$ cat src/rtl/ctrl_word_fifo.sv
// ctrl_word_fifo: registered queue between the ALU control decoder and the
// execute stage. Holds up to DEPTH (opcode, control word) pairs in order and
// screens each incoming word for the decoder invariant (bit 23 set). Words
// that break the invariant are consumed but not stored. They also raise a
// sticky error flag and bump a saturating drop counter.
module ctrl_word_fifo #(
    parameter int DEPTH = 4,
    parameter int OPW   = 7,
    parameter int CW    = 26
) (
    input  logic                     clk,
    input  logic                     rst_n,
    input  logic                     in_valid,
    output logic                     in_ready,
    input  logic [OPW-1:0]           in_op,
    input  logic [CW-1:0]            in_cw,
    input  logic                     flush,
    output logic                     out_valid,
    input  logic                     out_ready,
    output logic [OPW-1:0]           out_op,
    output logic [CW-1:0]            out_cw,
    output logic [$clog2(DEPTH):0]   level,
    output logic                     err_sticky,
    input  logic                     err_clr,
    output logic [7:0]               drop_cnt
);

    localparam int AW     = $clog2(DEPTH);
    localparam int LW     = AW + 1;
    localparam int OK_BIT = 23;   // decoder always sets this bit in a legal word

    // Storage array plus the bookkeeping registers.
    logic [OPW-1:0] mem_op [DEPTH];
    logic [CW-1:0]  mem_cw [DEPTH];
    logic [AW-1:0]  wr_ptr;
    logic [AW-1:0]  rd_ptr;
    logic [LW-1:0]  count;

    // Per-cycle handshake decode.
    logic push_hs;
    logic push_store;
    logic reject;
    logic pop;

    // Status outputs come from registers only. Status never depends on the
    // request inputs.
    assign in_ready  = (count != LW'(DEPTH));
    assign out_valid = (count != '0);
    assign level     = count;
    assign out_op    = out_valid ? mem_op[rd_ptr] : '0;
    assign out_cw    = out_valid ? mem_cw[rd_ptr] : '0;

    // Classify this cycle's transfers. Flush discards both the push and the pop.
    always_comb begin
        // NOTE: every output of a combinational block gets a default first, so no latch is inferred.
        push_hs    = in_valid & in_ready;
        push_store = 1'b0;
        reject     = 1'b0;
        pop        = 1'b0;
        if (!flush) begin
            push_store = push_hs &  in_cw[OK_BIT];
            reject     = push_hs & ~in_cw[OK_BIT];
            pop        = out_valid & out_ready;
        end
    end

    // Write and read pointers wrap naturally at DEPTH (a power of two).
    always_ff @(posedge clk or negedge rst_n) begin
        // NOTE: state registers use non-blocking assignments so every flop samples pre-edge values.
        if (!rst_n) begin
            wr_ptr <= '0;
            rd_ptr <= '0;
        end else if (flush) begin
            wr_ptr <= '0;
            rd_ptr <= '0;
        end else begin
            if (push_store) wr_ptr <= wr_ptr + AW'(1);
            if (pop)        rd_ptr <= rd_ptr + AW'(1);
        end
    end

    // Occupancy: a simultaneous store and pop leave the count unchanged.
    always_ff @(posedge clk or negedge rst_n) begin
        if (!rst_n) begin
            count <= '0;
        end else if (flush) begin
            count <= '0;
        end else begin
            case ({push_store, pop})
                2'b10:   count <= count + LW'(1);
                2'b01:   count <= count - LW'(1);
                default: count <= count;
            endcase
        end
    end

    // Error tracking. A rejection in the same cycle outranks err_clr, and
    // only reset clears drop_cnt.
    always_ff @(posedge clk or negedge rst_n) begin
        if (!rst_n) begin
            err_sticky <= 1'b0;
            drop_cnt   <= '0;
        end else begin
            if (reject)       err_sticky <= 1'b1;
            else if (err_clr) err_sticky <= 1'b0;
            if (reject && drop_cnt != 8'hFF) drop_cnt <= drop_cnt + 8'd1;
        end
    end

    // Entry storage. A slot is only read after it has been written.
    always_ff @(posedge clk) begin
        // NOTE: the array is deliberately left out of reset; count gates every read, so stale contents are never visible.
        if (push_store) begin
            mem_op[wr_ptr] <= in_op;
            mem_cw[wr_ptr] <= in_cw;
        end
    end

endmodule
$ cat config.mk
export PLATFORM = sky130hd
export DESIGN_NAME = ctrl_word_fifo
export DESIGN_NICKNAME = d
export VERILOG_FILES = /design/src/rtl/ctrl_word_fifo.sv
export SDC_FILE = /design/constraint.sdc
export NUM_CORES = 1
export LEC_CHECK = 0
export BUFFER_PORTS_ARGS = -buffer_cell sky130_fd_sc_hd__buf_2
export CAP_MARGIN = 15
export CORE_ASPECT_RATIO = 0.9
export CORE_UTILIZATION = 55
export DETAILED_ROUTE_END_ITERATION = 6
export PLACE_DENSITY = 0.84
export SKIP_LAST_GASP = 1
export SLEW_MARGIN = 20
export SYNTH_ARGS = -nofsm -noshare
export SYNTH_HDL_FRONTEND = slang
export SYNTH_SLANG_ARGS = --single-unit
$ cat constraint.sdc
create_clock -name clk -period 4.15 [get_ports clk]
set_clock_uncertainty 0.15 [all_clocks]
set_input_delay 0.83 -clock clk [delete_from_list [all_inputs] [get_ports clk]]
set_output_delay 0.83 -clock clk [all_outputs]
set_load 0.02 [all_outputs]
Word-level counts from Yosys, hierarchy flattened. Memories as Yosys holds them, arrays and structs flattened. Index checks and enable logic that the tools add are counted.

Output and inout port bits: 47. Word-level logic and storage cells: 42. Memory bits (writable): 132. Input bits: 39. Memories kept: 2. Flip-flop bits (word level): 16.

Memory list: mem_cw (words 4, width 26, rd ports 1, clocked after memory_dff 0, wr ports 1, RTL line 34) `logic [CW-1:0] mem_cw [DEPTH];`; mem_op (words 4, width 7, rd ports 1, clocked after memory_dff 0, wr ports 1, RTL line 33) `logic [OPW-1:0] mem_op [DEPTH];`.

Add/sub/neg operators: 5. Bitwise gates (word level): 5. Mux-type cells: 15. Equality and inequality tests: 4. Reductions and logical operators: 6.

Operators by type and width (number): 26-bit two-way mux (1); 8-bit by 1-bit adder with 8-bit output (second input constant) (1); 2-bit two-way mux (4); 8-bit != test (second input constant) (1); 1-bit two-way mux (7); 7-bit two-way mux (1); 3-bit one-hot mux with 2 select lines (1); 2-bit nonzero test (3); 3-bit nonzero test (2); 2-bit by 1-bit adder with 2-bit output (second input constant) (2); 1-bit AND (4); 3-bit by 1-bit adder with 3-bit output (second input constant) (1); 3-bit two-way mux (1); 3-bit != test (second input constant) (1); 3-bit by 1-bit subtractor with 3-bit output (second input constant) (1); 2-bit by 1-bit == test with 1-bit output (second input constant) (1); 2-bit == test (second input constant) (1); 1-bit logical AND (1); 1-bit NOT (1).

Logic depth before layout (Yosys ltp).
Depth in word-level cells: 7. Gate-level depth with buffers: 9.

Least setup slack after synthesis. OpenSTA, ideal clock, no wires.

Path kind: input port to flip-flop. Start: input port in_cw[23]. End: register count[2] (netlist: level[2]). Stages: 7. Buffers on the path: 0. Required time: 3.918 ns. Arrival time: 2.304 ns. Library setup time: 0.082 ns. Setup slack: 1.614 ns. Cell sequence: nand2_1 > a21oi_2 > nor3_1 > fa_1 > or3b_1 > a21o_1 > a31oi_1.

Cells in the longest elaborated chain, start to end: 5. Elaborated cells between the ends (all ways): 7. Those cells by class: eq/ne: 2; mux: 3; bitwise: 1; reduce/logical: 1.

Ends and longest elaborated chain: start: declaration (RTL line 16) `input logic [CW-1:0] in_cw,`; 1-bit AND (*) (RTL line 61) `push_store = push_hs & in_cw[OK_BIT];`; 1-bit two-way mux (*) (RTL line 60) `if (!flush) begin`; 2-bit by 1-bit == test with 1-bit output or 2-bit == test (tied branches) (RTL line 89) `case ({push_store, pop})`; 3-bit one-hot mux with 2 select lines (RTL line 89); 3-bit two-way mux (RTL line 86) `end else if (flush) begin`; end signal: assignment (RTL line 90) `2'b10: count <= count + LW'(1);`; end signal: assignment (RTL line 91) `2'b01: count <= count - LW'(1);`; end signal: assignment (RTL line 92) `default: count <= count;`; end: declaration (RTL line 37) `logic [LW-1:0] count;`.

Every way passes the cells marked *; elsewhere a longest branch is shown, timed or not. A chain may end at the register's enable or synchronous reset.

Worst setup path after layout.
Start: register rd_ptr[0]. End: output port out_cw[11].

Cells in the longest elaborated chain, start to end: 2.

Ends and longest elaborated chain: start: declaration (RTL line 36) `logic [AW-1:0] rd_ptr;`; start signal: assignment (RTL line 78) `if (pop) rd_ptr <= rd_ptr + AW'(1);`; memory 4 x 26 bit; 26-bit two-way mux (RTL line 51) `assign out_cw = out_valid ? mem_cw[rd_ptr] : '0;`; end: declaration (RTL line 21) `output logic [CW-1:0] out_cw,`.

No other way between the ends.

==> impl_metrics.yaml <==
final_layout:
  multi_input_area_um2: 1500
  diodes: 0
  synthToLayoutAreaGrowth_pct: 19.3
  layout_common_cells: "132 x edfxtp_1, 85 x buf_2, 33 x mux4_2, 33 x and2_1, 17 x clkbuf_16"
  seq_area_um2: 4370
  fill_cells: 670
  layout_commonest_cell: "edfxtp_1"
  nets: 441
  drive_above_1_share_pct: 39.6
  stdcell_area_um2: 7100
  stdcell_count: 536
  fin_util_pct: 68.4
synth:
  synth_edf_count: 132
  synth_compound_area_share_pct: 1.47
  synth_top_family_by_area: "multiplexers"
  ys_seq_area_share_pct: 73.3
  synth-xor-area-share_pct: 1.18
  synth_nets: 349
  syn_avg_cell_area_um2: 19.6
  ys_ff_latch: 148
  muxShareOfSynthArea_pct: 13.5
  ys.warnings.count: 0
  yosysTopAreaCellShare_pct: 66.6
  synthFlopType: "edfxtp_1"
  synth-simple-area-share_pct: 7.67
  synth_cells: 304
  synthAdderAreaFrac_pct: 1.39
  synth_cell_type_count: 38
  netlist_area_um2: 5950
  yosys.area.top_type: "edfxtp_1"
  async_flop_share_pct: 10.8
  netlist_top_cells_area: "edfxtp_1 67%, mux4_2 12%, dfrtp_1 6.7%, and2_1 3.9%, ha_1 1.1%"
sta:
  drv_slew: 0
  final.setup.tns_ns: 0
  fin_crit_sh_pct: 78.6
  hold_violations: 0
  setup_viol: 0
  worst_pin_slew_ns: 0.906
  slew_headroom_pct: 39.6
  worst_hold_slack_ns: 0.188
  setup_slack_ns: 0.889
  period_needed_ns: 3.26
  rsz0062_at_grt: "no"
  max_freq_mhz: 307
floorplan:
  die-width_um: 112
  dieArea_um2: 11200
  num_rows: 35
  coreArea_um2: 10400
  pin_count: 86
  die_y_um: 101
  start_util_pct: 57.3
critical_path:
  critPathKind: "reg2out"
  crit_path_max_fanout: 18
  cp.arrival_ns: 2.28
  start_kind: "flop"
  endpoint_kind: "output port"
  cp.required_ns: 3.17
placed_design:
  dp.final_hpwl_um: 6270
  dp.cells: 506
  port_buffers: 85
  place_ws_ns: 1.22
  dpl_cell_area_um2: 6500
  gp_congestion: 0.786
pwr:
  p_int_mw: 2.95
  clockPowerShare_pct: 38.9
  p_sw_uw: 964
  pwr-share-comb_pct: 16.0
  peakVddDrop_mv: 0.365
  cellPowerDensity_nw_per_um2: 551
  p_leak_nw: 2.56
  switching_share_pct: 24.7
  p_seq_share_pct: 45.1
  fin_total_pwr_mw: 3.91
detailed_routing:
  via_count: 3035
  drt_iter0_drc: 233
  ant_nets: 0
  via_per_inst: 5.66
  first_pass_iters: 7
  totalWireLength_um: 10300
  wl_per_cell_um: 19.2
  drc: 8
run_status:
  status: "finished with violations"
  violations: "design-rule violations"
clock_tree:
  cts_buffers: 17
  htreeDepth: 4
  cts_resized: 0
  cts_setup_buffers: 0
  insertion_delay_ns: 0.40
  clkSinkCount: 148
  cts_tree: "built"
  ctsRootBufferMaster: "clkbuf_16"
  clk_pin_slew_worst_paths_ns: 0.05
  cts_hold_repair.buffers: 0
  clk_path_buf_depth: 2
grt:
  grt_pass1_vias: 3213
  grt_overflow_total: 0
  grt_usage_pct: 20.7
  grt_first_pass_wirelength_um: 16900
  grt_max_degree: 38
  antenna_found_initial: 1
flow_run:
  drv_cap: 0
hold_path:
  hold_path_class: "in2async"
[Yosys cell counts (all sizes together), types with 4 or more instances]
master	number
xnor2	4
nand3	6
inv	5
dfrtp	16
nor2	7
mux4	33
ha	5
and2	37
buf	9
xor2	4
nand2	6
edfxtp	132
clkbuf	5
[cells by family after synthesis]
| kind of cell | after synthesis |
|---|---|
| AOI/OAI and AO/OA | 11 |
| muxes | 38 |
| DFF | 148 |
| adders and majority gates | 6 |
| xor gates and xnor gates | 8 |
| buffers and inverters | 19 |
| and+or+nand+nor | 74 |
[layer usage]
| layer | vias up | global-route usage (%) | part of all wire, % |
|---|---|---|---|
| li1 | 1382 | - | - |
| met1 | 1533 | 26.6 | 41 |
| met2 | 112 | 34.3 | 52 |
| met3 | 8 | 5.41 | 6.0 |
| met4 | 0 | 8.42 | 1.2 |
| met5 | - | 0 | 0 |
[path summary, 6_finish.rpt]
check,startpoint,end,slack [ns],cells past startpoint
max,rd_ptr[0]$_DFFE_PN0P_,out_cw[11],0.89,4
min,rst_n,drop_cnt[1]$_DFFE_PN0P_,0.19,1
max reg2reg,level[0]$_DFFE_PN0P_,level[2]$_DFFE_PN0P_,1.46,8
min reg2reg,err_sticky$_DFFE_PN0P_,err_sticky$_DFFE_PN0P_,0.37,2
max in group asynchronous,rst_n,rd_ptr[0]$_DFFE_PN0P_,3.36,1
min in group clk,err_sticky$_DFFE_PN0P_,err_sticky$_DFFE_PN0P_,0.37,2
[cell type report]
type	instances	share of cell area [%]
clock buffers	19	6.10
clock inverters	11	2.27
inverters	5	0.264
multi-input cells	137	21.2
flip-flops and latches	148	61.5
well taps	129	2.27
repair buffers	87	6.38
[sequential cells by signal (all words and copies together) (netlist names)]
register / cells
err_sticky: 1
mem_cw: 104
drop_cnt: 8
wr_ptr: 2
rd_ptr: 2
level: 3
mem_op: 28
[power by group through the flow]
stage,combinational (mW),clock (mW),sequential [mW]
2_1_floorplan,0.417,0,1.79
3_3_place_gp,0.622,0,1.79
3_5_place_dp,0.632,0,1.80
4_1_cts,0.639,1.55,1.77
5_1_grt,0.681,1.61,1.78
6_report,0.625,1.52,1.76
[critical path, cell delays in order, from the launching register on]
cell and delay (ns):
dfrtp_2 0.75, buf_12 0.27, mux4_2 0.53, and2_1 0.18
buf_2 0.15
(Power assumes the default switching activity.)
